<file path="config.mk">
export PLATFORM = sky130hd
export DESIGN_NAME = udp_top_hls_deadlock_reporter
export DESIGN_NICKNAME = d
export VERILOG_FILES = /design/src/rtl/udp_top_hls_deadlock_reporter.sv
export SDC_FILE = /design/constraint.sdc
export NUM_CORES = 1
export LEC_CHECK = 0
export CORE_UTILIZATION = 52
export DETAILED_ROUTE_END_ITERATION = 7
export GPL_TIMING_DRIVEN = 0
export PLACE_DENSITY_LB_ADDON = 0.25
export SLEW_MARGIN = 10
export SYNTH_ARGS = -nofsm -noshare
export SYNTH_HDL_FRONTEND = slang
export SYNTH_SLANG_ARGS = --single-unit
</file>
<file path="constraint.sdc">
create_clock -name clock -period 3.01 [get_ports clock]
set_input_delay 0.4515 -clock clock [delete_from_list [all_inputs] [get_ports clock]]
set_output_delay 0.4515 -clock clock [all_outputs]
set_load 0.05 [all_outputs]
</file>
<file path="src/rtl/udp_top_hls_deadlock_reporter.sv">
// Debounces the udp_top dataflow monitor's raw block flag into deadlock declarations,
// capturing a snapshot of the stalled processes/streams and episode statistics.
module udp_top_hls_deadlock_reporter #(
   parameter int unsigned THRESHOLD = 1024,
   parameter int unsigned NUM_INST  = 11,
   parameter int unsigned NUM_AXIS  = 8,
   parameter int unsigned CNT_W     = 16
) (
   input  logic                clock,
   input  logic                reset_n,
   input  logic                block,
   input  logic [NUM_INST-1:0] inst_block_sigs,
   input  logic [NUM_AXIS-1:0] axis_block_sigs,
   input  logic                clear,
   output logic                deadlock,
   output logic                deadlock_pulse,
   output logic [NUM_INST-1:0] snap_inst_block,
   output logic [NUM_AXIS-1:0] snap_axis_block,
   output logic [CNT_W-1:0]    event_count,
   output logic [31:0]         stall_cycles
);

   localparam int unsigned PW = (THRESHOLD > 1) ? $clog2(THRESHOLD) : 1;
   localparam logic [PW-1:0] PLAST = PW'(THRESHOLD - 1);

   typedef enum logic [1:0] {
      IDLE     = 2'd0,
      PENDING  = 2'd1,
      DETECTED = 2'd2
   } state_t;

   state_t        state;
   logic [PW-1:0] pcount;
   logic          declare;

   // A declaration happens on the edge that completes THRESHOLD consecutive high samples.
   always_comb begin
      declare = 1'b0;
      if (block) begin
         if (state == IDLE && THRESHOLD == 1)
            declare = 1'b1;
         else if (state == PENDING && pcount == PLAST)
            declare = 1'b1;
      end
   end

   always_ff @(posedge clock) begin
      if (!reset_n) begin
         state           <= IDLE;
         pcount          <= '0;
         deadlock        <= 1'b0;
         deadlock_pulse  <= 1'b0;
         snap_inst_block <= '0;
         snap_axis_block <= '0;
         event_count     <= '0;
         stall_cycles    <= '0;
      end else begin
         deadlock_pulse <= declare;

         case (state)
            IDLE: begin
               if (block) begin
                  if (THRESHOLD == 1) begin
                     state  <= DETECTED;
                     pcount <= '0;
                  end else begin
                     state  <= PENDING;
                     pcount <= PW'(1);
                  end
               end
            end
            PENDING: begin
               if (!block) begin
                  state  <= IDLE;
                  pcount <= '0;
               end else if (pcount == PLAST) begin
                  state  <= DETECTED;
                  pcount <= '0;
               end else begin
                  pcount <= pcount + PW'(1);
               end
            end
            DETECTED: begin
               if (!block)
                  state <= IDLE;
               else if (stall_cycles != '1)
                  stall_cycles <= stall_cycles + 32'd1;
            end
            default: begin
               state  <= IDLE;
               pcount <= '0;
            end
         endcase

         if (declare) begin
            snap_inst_block <= inst_block_sigs;
            snap_axis_block <= axis_block_sigs;
            stall_cycles    <= 32'(THRESHOLD);
            if (event_count != '1)
               event_count <= event_count + CNT_W'(1);
         end

         // Set has priority over a coincident clear.
         if (declare)
            deadlock <= 1'b1;
         else if (clear)
            deadlock <= 1'b0;
      end
   end

endmodule

</file>
# ---- Word level (Yosys, flattened, before mapping)
# Index checks and enable logic that the tools add are counted.
dict set report classes {
  n_mux 17
  n_shift 0
  magnitude_cmp 0
  mul 0
  n_eq_ne 8
  n_bitwise 2
  n_div 0
  reduce_logical 12
  add_sub_neg 3
}
# operator count
set ops {}
lappend ops {{two-way mux 11 bit} 4}
lappend ops {{adder 32 x 1 -> 32 bit, second input constant} 1}
lappend ops {{!= test 32 bit, second input constant} 1}
lappend ops {{two-way mux 10 bit} 3}
lappend ops {{case mux 10 bit (3 select lines)} 1}
lappend ops {{adder 16 x 1 -> 16 bit, second input constant} 1}
lappend ops {{!= test 16 bit, second input constant} 1}
lappend ops {{adder 10 x 1 -> 10 bit, second input constant} 1}
lappend ops {{equality test 10 bit, second input constant} 1}
lappend ops {{AND reduction 3 bit} 3}
lappend ops {{two-way mux 2 bit} 4}
lappend ops {{nonzero test 2 bit} 4}
lappend ops {{case mux 2 bit (3 select lines)} 1}
lappend ops {{two-way mux 1 bit} 4}
lappend ops {{!= test 2 bit, second input constant} 2}
lappend ops {{AND reduction 2 bit} 2}
lappend ops {{!= test 3 x 2 -> 1 bit, second input constant} 1}
lappend ops {{equality test 2 x 1 -> 1 bit, second input constant} 1}
lappend ops {{equality test 2 bit, second input constant} 1}
lappend ops {{zero test 2 bit} 1}
lappend ops {{NOT 1 bit} 2}
lappend ops {{OR reduction 2 bit} 1}
lappend ops {{logical AND 1 bit} 1}
dict set report totals {
  latch_bits 0
  romBits 0
  output_inout_bits 69
  regBits 81
  n_memories 0
  mem_bits_rw 0
  wordCells 51
}

# ---- Logic depth before layout (Yosys ltp)
dict set report logic_depth {
  word_depth 6
  ltp_mapped 7
  depth_no_buf 6
}

# ---- Worst setup path before layout
# OpenSTA, ideal clock, no wires.
dict set report synth_timing {
  kind {register -> register}
  from {reg stall_cycles[0]}
  to {reg stall_cycles[11]}
  synth_period_minus_slack_ps 2418
  required_ps 2882
  slack_ps 592
  arrival_ps 2290
  path_stages_with_launch 8
  setup_time_ps 128
  path_cell_list {dfxtp_1 -> ha_1 -> nand4_2 -> nor4_1 -> buf_2 -> a211oi_1 -> xnor2_1 -> nor2_1}
}
dict set report synth_between {
  elab_chain_len 2
}
# element line
set synth_lines {}
lappend synth_lines {{start, declared} 20} ;# output logic [31:0] stall_cycles
lappend synth_lines {{start signal, assigned} 87} ;# stall_cycles <= stall_cycles + 32'd1;
lappend synth_lines {{start signal, assigned} 98} ;# stall_cycles <= 32'(THRESHOLD);
lappend synth_lines {{branches (longest 2 deep; another with adder 32 x 1 -> 32 bit)} --}
# Parallel ways; which one is timed is not known.
# A chain may end at the register's enable or synchronous reset.

# ---- Worst setup path in the final report
# Same ends and word-level chain as after synthesis.

==> results.json <==
{
  "drt_iter0_markers": 159,
  "yosys.area.top_type_share": 0.423,
  "rsz0062_at_grt": "no",
  "cp_slowest_cell": "nor4_1",
  "grt_use_total": 0.252,
  "final-setup-viol-count": 0,
  "vdd_ir_drop_max_mv": 0.244,
  "relSlewSlack": 0.293,
  "min_period_ps": 2440,
  "netlist_top_cells_area": "dfxtp_1 (42%), xnor2_1 (5.7%), nand2_1 (5.7%)",
  "synth.most_common_cell": "dfxtp_1",
  "rows": 30,
  "syn_inst": 448,
  "cts_buffers": 9,
  "seq_area_frac_synth": 0.423,
  "first_pass_iters": 4,
  "hold_buffers": 0,
  "antenna_found_initial": 0,
  "drc": 0,
  "die_w_um": 87.8,
  "required_ps": 3240,
  "min-delay-path-class": "flop to flop",
  "place_congestion": 0.865,
  "route.met2.wl_mm": 4.80,
  "synth_edf_count": 0,
  "cp-start-kind": "flop",
  "clk_latency_ps": 360,
  "diodes": 0,
  "clock_path_buffers": 2,
  "cap_violations": 0,
  "tritoncts": "built",
  "grt-ovfl-total": 0,
  "syn_nets": 474,
  "hold_end": "snap_inst_block[5]",
  "viasPerCell": 5.67,
  "synthFlopType": "dfxtp_1",
  "async_reset_ff_frac": 0,
  "area_growth_pct": 32.4,
  "io_pins": 92,
  "grt_start_max_net_pins": 14,
  "ff2ff_path_depth": 7,
  "dp_worst_setup_slack_ps": 240,
  "setup_slack_ps": 566,
  "synth_top_cell_by_area": "dfxtp_1",
  "final_hold_viol_count": 0,
  "synth_seq_cells": 81,
  "fin_nets": 576,
  "cts-root-buf": "clkbuf_8",
  "clock-sinks": 81,
  "tightest_slew_ps": 1050,
  "core_area_um2": 6940,
  "synth_area_um2": 3830,
  "ys_types": 53,
  "routed_wl_mm": 9.58,
  "die_h_um": 87.8,
  "worstHoldPathCells": 2,
  "end_kind": "flop",
  "hpwl_mm": 6.85,
  "hp-start": "snap_inst_block[5]",
  "dieArea_um2": 7710,
  "p_leak_uw": 0.00159,
  "clk_pin_slew_ps": 80,
  "synth_area_per_cell_um2": 8.55,
  "start_util": 0.552,
  "wl_met1_mm": 4.14,
  "max_stage_delay_ps": 540,
  "period_share": 0.812,
  "top_layer": "met4",
  "cts_setup_buffers": 0,
  "cp_max_fo": 10,
  "synth.top_cells.by_count": "dfxtp_1 (81), nand2_1 (58), nor2_1 (53)",
  "port-buffer-count": 91,
  "cts_resized": 0,
  "drive_gt1_frac": 0.0739,
  "final.setup.tns_ps": 0,
  "powerDensity_nw_per_um2": 394,
  "arrival_ps": 2670,
  "reg2reg_slack_ps": 570,
  "r2r_end": "stall_cycles[11]",
  "fmaxAchievable_mhz": 409,
  "ant_nets": 0,
  "grt_pass1_vias": 3382,
  "status": "complete, no violations",
  "finalClockSkew_ps": 11.9,
  "slew_viol_final": 0,
  "vias": 3688,
  "cts-htree-levels": 3,
  "grt_first_pass_wirelength_mm": 15.2,
  "worstReg2RegStart": "stall_cycles[0]",
  "wl_met3_um": 505,
  "cp_cell_sequence": "ha_1, nand4_2, nor4_1, buf_2, a211oi_1, xnor2_1, nor2_1",
  "worstSetupPathType": "flop to flop",
  "ys_warn_count": 0,
  "post_drt_wl_per_cell_um": 14.7
}
worst max-delay path, delay by kind of cell, from the launching register on:
| family | cells | cell delay, ps |
|---|---|---|
| AND/OR/NAND/NOR | 3 | 960 |
| buffers and inverters | 1 | 350 |
| adder cells (fa/ha/maj) | 1 | 260 |
| XOR/XNOR | 1 | 190 |
| AO/OA/AOI/OAI | 1 | 130 |
| flip-flops | 1 | 420 |
report_power, final:
group	total, uW	internal (uW)	switching, uW
logic	66.1	33.3	32.8
clock network	856	463	392
registers	1080	1070	3.22
total	2000	1570	428
routing by layer:
layer  track usage  up-vias
li1              -     1818
met1         0.312     1757
met2         0.438      103
met3        0.0443       10
met4        0.0939        0
met5             0        -
final cells by class:
class	count	area, um^2
clock inverter	6	82.6
clock buffer	10	128
sequential	81	1620
fill	529	1870
buffer	19	83.8
multi-input combinational	339	2090
tap	96	120
timing repair buffer	91	911
inverter	9	33.8
stage by stage:
stage / power (uW) / hold WS, ps / instance area [um^2] / instances / utilization
6_report: 2000 / 454 / 5070 / 651 / 0.730
5_1_grt: 2060 / 476 / 5070 / 651 / 0.730
4_1_cts: 2010 / 456 / 5070 / 651 / 0.730
3_5_place_dp: 1170 / 445 / 4860 / 635 / 0.700
3_3_place_gp: 1170 / 438 / 4860 / 635 / 0.700
2_1_floorplan: 1130 / 472 / 3830 / 448 / -
cell families after synthesis:
family / count (synthesis) / share of synthesized area
xor+xnor: 35 / 0.0800
buf+inv: 28 / 0.0307
flops: 81 / 0.423
fa+ha+maj: 3 / 0.00980
compound gates: 80 / 0.145
simple gates: 219 / 0.306
mux: 2 / 0.00523
placed cells by master (no fill, tap or decap), types with 3 or more instances in the layout:
cell             instances
and3_1                   6
nand4_1                 20
ha_1                     3
and4_1                   7
o41ai_4                  3
clkinv_2                 3
nor2_1                  53
xnor2_1                 25
nor3_1                   6
clkbuf_8                 9
clkbuf_1                15
o21ai_0                  8
o21ai_1                  3
nand3_1                 21
nor4_2                   4
a211oi_1                 7
clkdlybuf4s50_1         91
buf_2                    4
or4_1                    3
nand2_1                 58
xor2_1                  10
nor4_1                   9
inv_1                    9
a21oi_1                 38
or3_1                   11
dfxtp_1                 81
a31oi_1                  3
or2_2                    6
registers in the layout, indices dropped and copies added (netlist names):
| name | flops |
|---|---|
| snap_axis_block | 8 |
| stall_cycles | 32 |
| deadlock_pulse | 1 |
| deadlock | 1 |
| snap_inst_block | 11 |
| pcount | 10 |
| state | 2 |
| event_count | 16 |
worst max path at each step:
stage	startpoint	to	slack [ps]	depth (start not counted)
final	stall_cycles[0]	stall_cycles[11]	570	7
after global routing	stall_cycles[0]	stall_cycles[12]	350	7
after CTS	stall_cycles[0]	stall_cycles[11]	570	7
after detailed placement	block	stall_cycles[16]	240	7
after global placement	block	stall_cycles[2]	290	7
after floorplan	stall_cycles[0]	stall_cycles[11]	590	7
Power figures use the tool's default switching activity.
